**src/rtl/dct_pkg.sv**
```systemverilog
// ---------------------------------------------------------------------------
// dct_pkg
// Shared types and helpers for the sliding DCT datapath.
//   slide_state_t : window-fill state of the sliding_sum accumulator
//   acc_width()   : accumulator width needed to sum N samples of L bits
//   round_const() : round-half-up offset applied before a right shift by w
// No ports (package).
// ---------------------------------------------------------------------------
package dct_pkg;

  // FILL: window not yet full since the last clear; RUN: full window tracked.
  typedef enum logic {
    FILL = 1'b0,
    RUN  = 1'b1
  } slide_state_t;

  // Summing N values of L bits needs $clog2(N) extra bits of headroom.
  function automatic int acc_width(input int l, input int n);
    return l + $clog2(n);
  endfunction

  // Half of one LSB after shifting right by w; zero when nothing is shifted.
  function automatic int round_const(input int w);
    return (w > 0) ? (1 << (w - 1)) : 0;
  endfunction

endpackage

```
**src/rtl/frame_counter.sv**
```systemverilog
// ---------------------------------------------------------------------------
// frame_counter
// Modulo-N counter with enable, synchronous clear and a wrap indication.
// Ports:
//   clk   in   rising-edge clock
//   clr   in   synchronous active-high clear (count -> 0)
//   en    in   advance the count this cycle
//   count out  current count, 0..N-1
//   wrap  out  high in the cycle where an enabled count steps N-1 -> 0
// ---------------------------------------------------------------------------
module frame_counter #(
  parameter  int N  = 8,
  localparam int CW = (N > 1) ? $clog2(N) : 1
) (
  input  logic          clk,
  input  logic          clr,
  input  logic          en,
  output logic [CW-1:0] count,
  output logic          wrap
);

  // Wrap is combinational so the owner can register a pulse on the same
  // edge where the count returns to zero.
  assign wrap = en && (count == CW'(N - 1));

  always_ff @(posedge clk) begin
    if (clr) begin
      count <= '0;
    end else if (en) begin
      count <= wrap ? '0 : count + CW'(1);
    end
  end

endmodule

```
**src/rtl/sliding_sum.sv**
```systemverilog
// ---------------------------------------------------------------------------
// sliding_sum
// Moving-window accumulator: S(n) = S(n-1) + x(n) - x(n-N).
// x_old comes from the paired delay-line shifter (delay N). While the window
// is filling after a clear, x_old is ignored so a shifter holding stale data
// cannot corrupt the first sums.
// Ports:
//   clk         in   rising-edge clock, one sample per cycle
//   clr         in   synchronous active-high clear (also clears the shifter)
//   x_new       in   current sample x(n), signed L bits
//   x_old       in   delayed sample x(n-N), signed L bits
//   y           out  registered window sum (or mean), signed L+W bits
//   y_valid     out  y covers a full window of N samples
//   frame_start out  pulse on the first valid output and every N cycles after
// Configuration:
//   DCT_SLIDE_AVG_EN  when defined, y carries the rounded window mean
//                     (requires N to be a power of two).
// ---------------------------------------------------------------------------
module sliding_sum
  import dct_pkg::*;
#(
  parameter  int N = 8,
  parameter  int L = 32,
  localparam int W = $clog2(N)
) (
  input  logic                clk,
  input  logic                clr,
  input  logic signed [L-1:0] x_new,
  input  logic signed [L-1:0] x_old,
  output logic signed [L+W-1:0] y,
  output logic                y_valid,
  output logic                frame_start
);

  localparam int AW = acc_width(L, N);

  if (N < 2) begin : g_bad_n
    $error("sliding_sum: N must be at least 2");
  end

  slide_state_t state, state_next;

  logic          fill_en, phase_en, fill_done;
  logic          fill_wrap, phase_wrap;
  logic [W-1:0]  fill_cnt, phase_cnt;

  logic signed [AW-1:0] new_ext, old_ext, acc, acc_next, y_next;

  // fill_cnt counts samples accumulated since the clear; its wrap marks the
  // N-th sample and therefore the FILL->RUN edge.
  frame_counter #(.N(N)) u_fill_cnt (
    .clk   (clk),
    .clr   (clr),
    .en    (fill_en),
    .count (fill_cnt),
    .wrap  (fill_wrap)
  );

  // phase_cnt stays at zero through FILL, so its first wrap lands exactly N
  // cycles after the first valid output.
  frame_counter #(.N(N)) u_phase_cnt (
    .clk   (clk),
    .clr   (clr),
    .en    (phase_en),
    .count (phase_cnt),
    .wrap  (phase_wrap)
  );

  // The counts themselves are kept for debug visibility only.
  logic unused_cnt;
  assign unused_cnt = ^{fill_cnt, phase_cnt};

  always_ff @(posedge clk) begin
    if (clr) begin
      state <= FILL;
    end else begin
      state <= state_next;
    end
  end

  always_comb begin
    state_next = state;
    fill_en    = 1'b0;
    phase_en   = 1'b0;
    fill_done  = 1'b0;
    case (state)
      FILL: begin
        fill_en = 1'b1;
        if (fill_wrap) begin
          fill_done  = 1'b1;
          state_next = RUN;
        end
      end
      RUN: begin
        phase_en = 1'b1;
      end
      default: begin
        state_next = FILL;
      end
    endcase
  end

  // Both operands are sign-extended to the full accumulator width, which has
  // enough headroom that the window sum can never overflow.
  always_comb begin
    new_ext  = {{W{x_new[L-1]}}, x_new};
    old_ext  = (state == RUN) ? {{W{x_old[L-1]}}, x_old} : '0;
    acc_next = acc + new_ext - old_ext;
  end

`ifdef DCT_SLIDE_AVG_EN
  if ((N & (N - 1)) != 0) begin : g_bad_avg_n
    $error("sliding_sum: DCT_SLIDE_AVG_EN requires N to be a power of two");
  end

  // Round-half-up mean: the arithmetic shift keeps the sign bits, so the
  // result is already sign-extended back to the full width. The added
  // offset cannot overflow because the sum is below N * 2^(L-1) in magnitude.
  always_comb begin
    y_next = (acc_next + AW'(round_const(W))) >>> W;
  end
`else
  always_comb begin
    y_next = acc_next;
  end
`endif

  always_ff @(posedge clk) begin
    if (clr) begin
      acc         <= '0;
      y           <= '0;
      y_valid     <= 1'b0;
      frame_start <= 1'b0;
    end else begin
      acc         <= acc_next;
      y           <= y_next;
      if (fill_done) begin
        y_valid <= 1'b1;
      end
      frame_start <= fill_done | phase_wrap;
    end
  end

endmodule

```
**config.mk**
```make
export PLATFORM = sky130hd
export DESIGN_NAME = sliding_sum
export DESIGN_NICKNAME = d
export VERILOG_FILES = /design/src/rtl/dct_pkg.sv /design/src/rtl/frame_counter.sv /design/src/rtl/sliding_sum.sv
export SDC_FILE = /design/constraint.sdc
export NUM_CORES = 1
export LEC_CHECK = 0
export ABC_AREA = 1
export CORE_ASPECT_RATIO = 0.75
export CORE_MARGIN = 1
export CORE_UTILIZATION = 50
export CTS_BUF_LIST = sky130_fd_sc_hd__clkbuf_4
export DETAILED_ROUTE_END_ITERATION = 10
export PLACE_DENSITY = 0.84
export SETUP_SLACK_MARGIN = 0.05
export SLEW_MARGIN = 20
export SYNTH_ARGS = -nofsm -noshare
export SYNTH_HDL_FRONTEND = slang
export SYNTH_HIERARCHICAL = 1
export SYNTH_SLANG_ARGS = --single-unit
```
**constraint.sdc**
```tcl
create_clock -name clk -period 7.8 [get_ports clk]
set_input_delay 0.78 -clock clk [delete_from_list [all_inputs] [get_ports clk]]
set_output_delay 0.78 -clock clk [all_outputs]
set_load 0.02 [all_outputs]
```
## Yosys cells after proc, flatten, opt, wreduce, memory -nomap -nowiden

Index checks and enable logic that the tools add are counted.

- Register bits after elaboration: 44
- Bits of input ports: 66
- Word-level logic and storage cells: 23
- Output and inout bits: 37

- Equality and inequality tests: 2
- Muxes and demuxes: 8
- Add/sub/neg operators: 4
- Reductions and logical operators: 2
- Bitwise logic cells: 1

Operators by type and width:

| operator | count |
|---|---|
| 35-bit by 32-bit adder with 35-bit output | 1 |
| 35-bit 2-to-1 mux | 1 |
| 35-bit subtractor | 1 |
| 3-bit by 1-bit adder with 3-bit output (second input constant) | 2 |
| 3-bit equality test (second input constant) | 2 |
| 3-bit 2-to-1 mux | 2 |
| 1-bit 2-to-1 mux | 5 |
| 1-bit logical AND | 2 |
| 1-bit OR | 1 |

## Longest topological paths before layout

- Depth in word-level cells: 5
- Gate-level depth with buffers: 19
- Mapped depth without buffers: 17

## Modules after synthesis

Netlist, hierarchy kept.

Modules (own cells, without submodules):

| module | sequential area each (sq um) | cells each | instances | area each (sq um) |
|---|---|---|---|---|
| sliding_sum | 760.7 | 803 | 1 | 4819.6 |
| frame_counter | 60.1 | 20 | 2 | 146.4 |

## Worst setup path after synthesis

OpenSTA, ideal clock, no wires.

- Path kind: reg2reg
- Start: register state
- End: register acc[25]
- Cell stages (with the launch flop): 18
- Setup time: 113 ps
- Arrival: 2543 ps
- Setup slack: 5144 ps
- Required time: 7687 ps
- Buffers on the path: 2
- Cell sequence: dfxtp_1 clkbuf_1 clkbuf_1 nand2_1 inv_1 fa_1 inv_1 ha_1 nand2_2 inv_1 a21oi_2 nand3_2 nand3_1 inv_1 nor2_1 nand2_1 nand2_1 nor2_1

- Longest elaborated chain between the ends: 2

Ends and longest elaborated chain:

| element | RTL line | source |
|---|---|---|
| start, declared | sliding_sum.sv:41 | `slide_state_t state, state_next;` |
| start signal, assigned | sliding_sum.sv:77 | `state <= state_next;` |
| 35-bit 2-to-1 mux | sliding_sum.sv:107 | `old_ext = (state == RUN) ? {{W{x_old[L-1]}}, x_old} : '0;` |
| 35-bit subtractor | sliding_sum.sv:108 | `acc_next = acc + new_ext - old_ext;` |
| end signal, assigned | sliding_sum.sv:135 | `acc <= acc_next;` |
| end, declared | sliding_sum.sv:47 | `logic signed [AW-1:0] new_ext, old_ext, acc, acc_next, y_next;` |

No other way between the ends.
A chain may end at the register's enable or synchronous reset.

## Final worst setup path

- Start: register state
- End: register acc[24]

Same word-level chain as after synthesis.

==> impl_metrics.json <==
{
  "status": "finished, final reports clean",
  "ctsHoldBuffers": 0,
  "synthToLayoutAreaGrowth_pct": 24.08,
  "core_area_mm2": 0.009813,
  "synth_xor_area_frac": 0.005140,
  "dieHeight_um": 89.57,
  "cts_tree": "built",
  "arrival_ns": 3.55,
  "diodes": 0,
  "path_max_fanout": 26,
  "via_per_inst": 4.652,
  "netlist_instances": 843,
  "cts_buffer_depth": 2,
  "num_vias": 5015,
  "htree_levels": 2,
  "hold_violations": 0,
  "synth_nets": 983,
  "synth_seq_area_share": 0.1723,
  "dr.pass1.iters": 5,
  "hp-class": "reg -> reg",
  "synth_cell_types": 26,
  "insertion_delay_ns": 0.38,
  "leakagePower_nw": 3.670,
  "synthAdderAreaFrac": 0.2310,
  "timing.final.crit_period_ns": 3.235,
  "drv_cap": 0,
  "synth-compound-area-share": 0.1016,
  "drc": 0,
  "grt_max_degree": 30,
  "first_global_vias": 4532,
  "cts.repair.resized": 0,
  "post-place-ws_ns": 4.354,
  "grt_pass1_wl_mm": 21.07,
  "antenna_found_initial": 0,
  "setup_violations": 0,
  "placementRows": 31,
  "start_kind": "register",
  "finalPower_w": 0.002373,
  "nets": 1085,
  "port_buffers": 102,
  "ios": 103,
  "die-area_mm2": 0.01064,
  "design_area_mm2": 0.006344,
  "required_ns": 8.12,
  "track_usage": 0.2506,
  "initial_core_util": 0.5210,
  "wl_mm": 12.89,
  "cts.sinks": 44,
  "post_cts_buffers": 0,
  "drt_iter0_drc": 354,
  "clkSlewWorstSetupHoldPaths_ns": 0.16,
  "mostFrequentLayoutCell": "inv_1",
  "multi_input_area_mm2": 0.003182,
  "slew_headroom": 0.3734,
  "worst-setup-path-type": "reg -> reg",
  "post-place-cells": 1070,
  "root_buffer": "clkbuf_4",
  "die_x_um": 118.8,
  "cp-end-kind": "register",
  "maxSlewViolCount": 0,
  "finClkSkew_ns": 0.01002,
  "syn_area_mm2": 0.005112,
  "layout_common_cells": "inv_1 (264), nand2_1 (213), clkdlybuf4s50_1 (102)",
  "ff_latch_area_um2": 880.8,
  "p_per_area_mw_per_mm2": 374.1,
  "place_area_mm2": 0.006259,
  "synth_seq_cells": 44,
  "fillers": 939,
  "synth-simple-area-share": 0.2846,
  "layout-drive-gt1-share": 0.04968,
  "synth_area_leaders": "inv_1 (19%), dfxtp_1 (17%), nand2_1 (16%), fa_1 (13%), ha_1 (9.8%)",
  "synth_top_area_cell": "inv_1",
  "drtAntennaViolNets": 0,
  "fin_tns_setup_ns": 0,
  "layout_setup_ws_ns": 4.565,
  "vdd_drop_max_v": 0.0001552,
  "layout_worst_path_cycle_share": 0.4147,
  "grt_overflow": 0,
  "fmax_ghz": 0.3092,
  "avgSynthCellArea_um2": 6.065,
  "synth_top_area_share": 0.1938,
  "synth_mux_area_frac": 0,
  "dpl.hpwl_mm": 10.67,
  "post_drt_wl_per_cell_um": 11.96,
  "worst_slew_pin_slew_ns": 0.9388,
  "synth_top_family_by_area": "simple AND/OR/NAND/NOR gates",
  "rsz0062_at_grt": "false",
  "instances_no_fill": 1078,
  "numCtsBuffers": 5,
  "yosysWarnings": 6,
  "gp_congestion": 0.9540
}
==> cell families (layout without fill, tap and decap cells) <==
kind of cell / count (synthesis) / after routing
simple gates: 349 / 349
buf+inv: 275 / 378
compound gates: 98 / 98
fa+ha+maj: 74 / 74
flops: 44 / 44
xor+xnor: 3 / 3
==> synth_stat cells (all sizes together) <==
master	instances
nor2	80
o21ai	30
xnor2	3
o21bai	3
or2	1
nor3	12
clkbuf	6
fa	34
and2	1
a21oi	62
a31oi	1
buf	2
inv	267
nand2	231
nand3	24
dfxtp	44
ha	40
o21a	2
==> final timing paths <==
path / cells past startpoint / slack [ns] / from / endpoint
hold reg to reg: 2 / 0.46 / y_valid / y_valid
setup reg to reg: 18 / 4.57 / state / acc[24]
setup / recovery: 18 / 4.57 / state / acc[24]
hold / removal: 2 / 0.46 / y_valid / y_valid
==> critical path: stages (launching register included) <==
cell and delay (ns):
dfxtp_1 0.74, buf_4 0.39, nand2_1 0.08, inv_1 0.07, ha_1 0.12, inv_1 0.04, ha_1 0.23, fa_1 0.48
nand3_1 0.12, nand3_2 0.11, nand2_1 0.10, nand2_2 0.08, nand2_1 0.07, nand2_1 0.14, nand2_1 0.10, nand2_1 0.06
nand2_1 0.06, nand2_1 0.05, nor2_1 0.12
==> routing by layer <==
layer  wire, µm  vias to the layer above  part of all wire  GRT usage
met1       6656                     2155              0.52     0.3721
met3       1105                       10             0.086    0.04419
li1           -                     2647                 -          -
met4         93                        0            0.0072    0.04373
met2       5038                      203              0.39     0.3844
met5          0                        -                 0          0
==> power by group <==
group          switching, W  total, W  internal, W
registers         0.0000507  0.000358     0.000307
clock network     0.0000929  0.000162    0.0000688
logic               0.00118   0.00185     0.000670
total               0.00133   0.00237      0.00105
==> flip-flops by register name, indices dropped and copies added, names as in the netlist <==
| register | count |
|---|---|
| acc | 35 |
| u_fill_cnt/count | 3 |
| u_phase_cnt/count | 3 |
| frame_start | 1 |
| state | 1 |
| y_valid | 1 |
==> layout make-up <==
| class | count | area share |
|---|---|---|
| multi-input combinational | 524 | 0.5016 |
| timing repair buffer | 103 | 0.1621 |
| inverter | 267 | 0.1580 |
| sequential | 44 | 0.1389 |
| tap | 132 | 0.02604 |
| clock inverter | 3 | 0.007495 |
| clock buffer | 5 | 0.005917 |
==> stage by stage <==
stage,utilization,hold slack (ns)
5_1_grt,0.6464,0.4761
2_1_floorplan,-,0.4419
3_3_place_gp,0.6378,0.4391
4_1_cts,0.6464,0.4671
3_5_place_dp,0.6378,0.4462
6_report,0.6464,0.4621
Power figures use the tool's default switching activity.
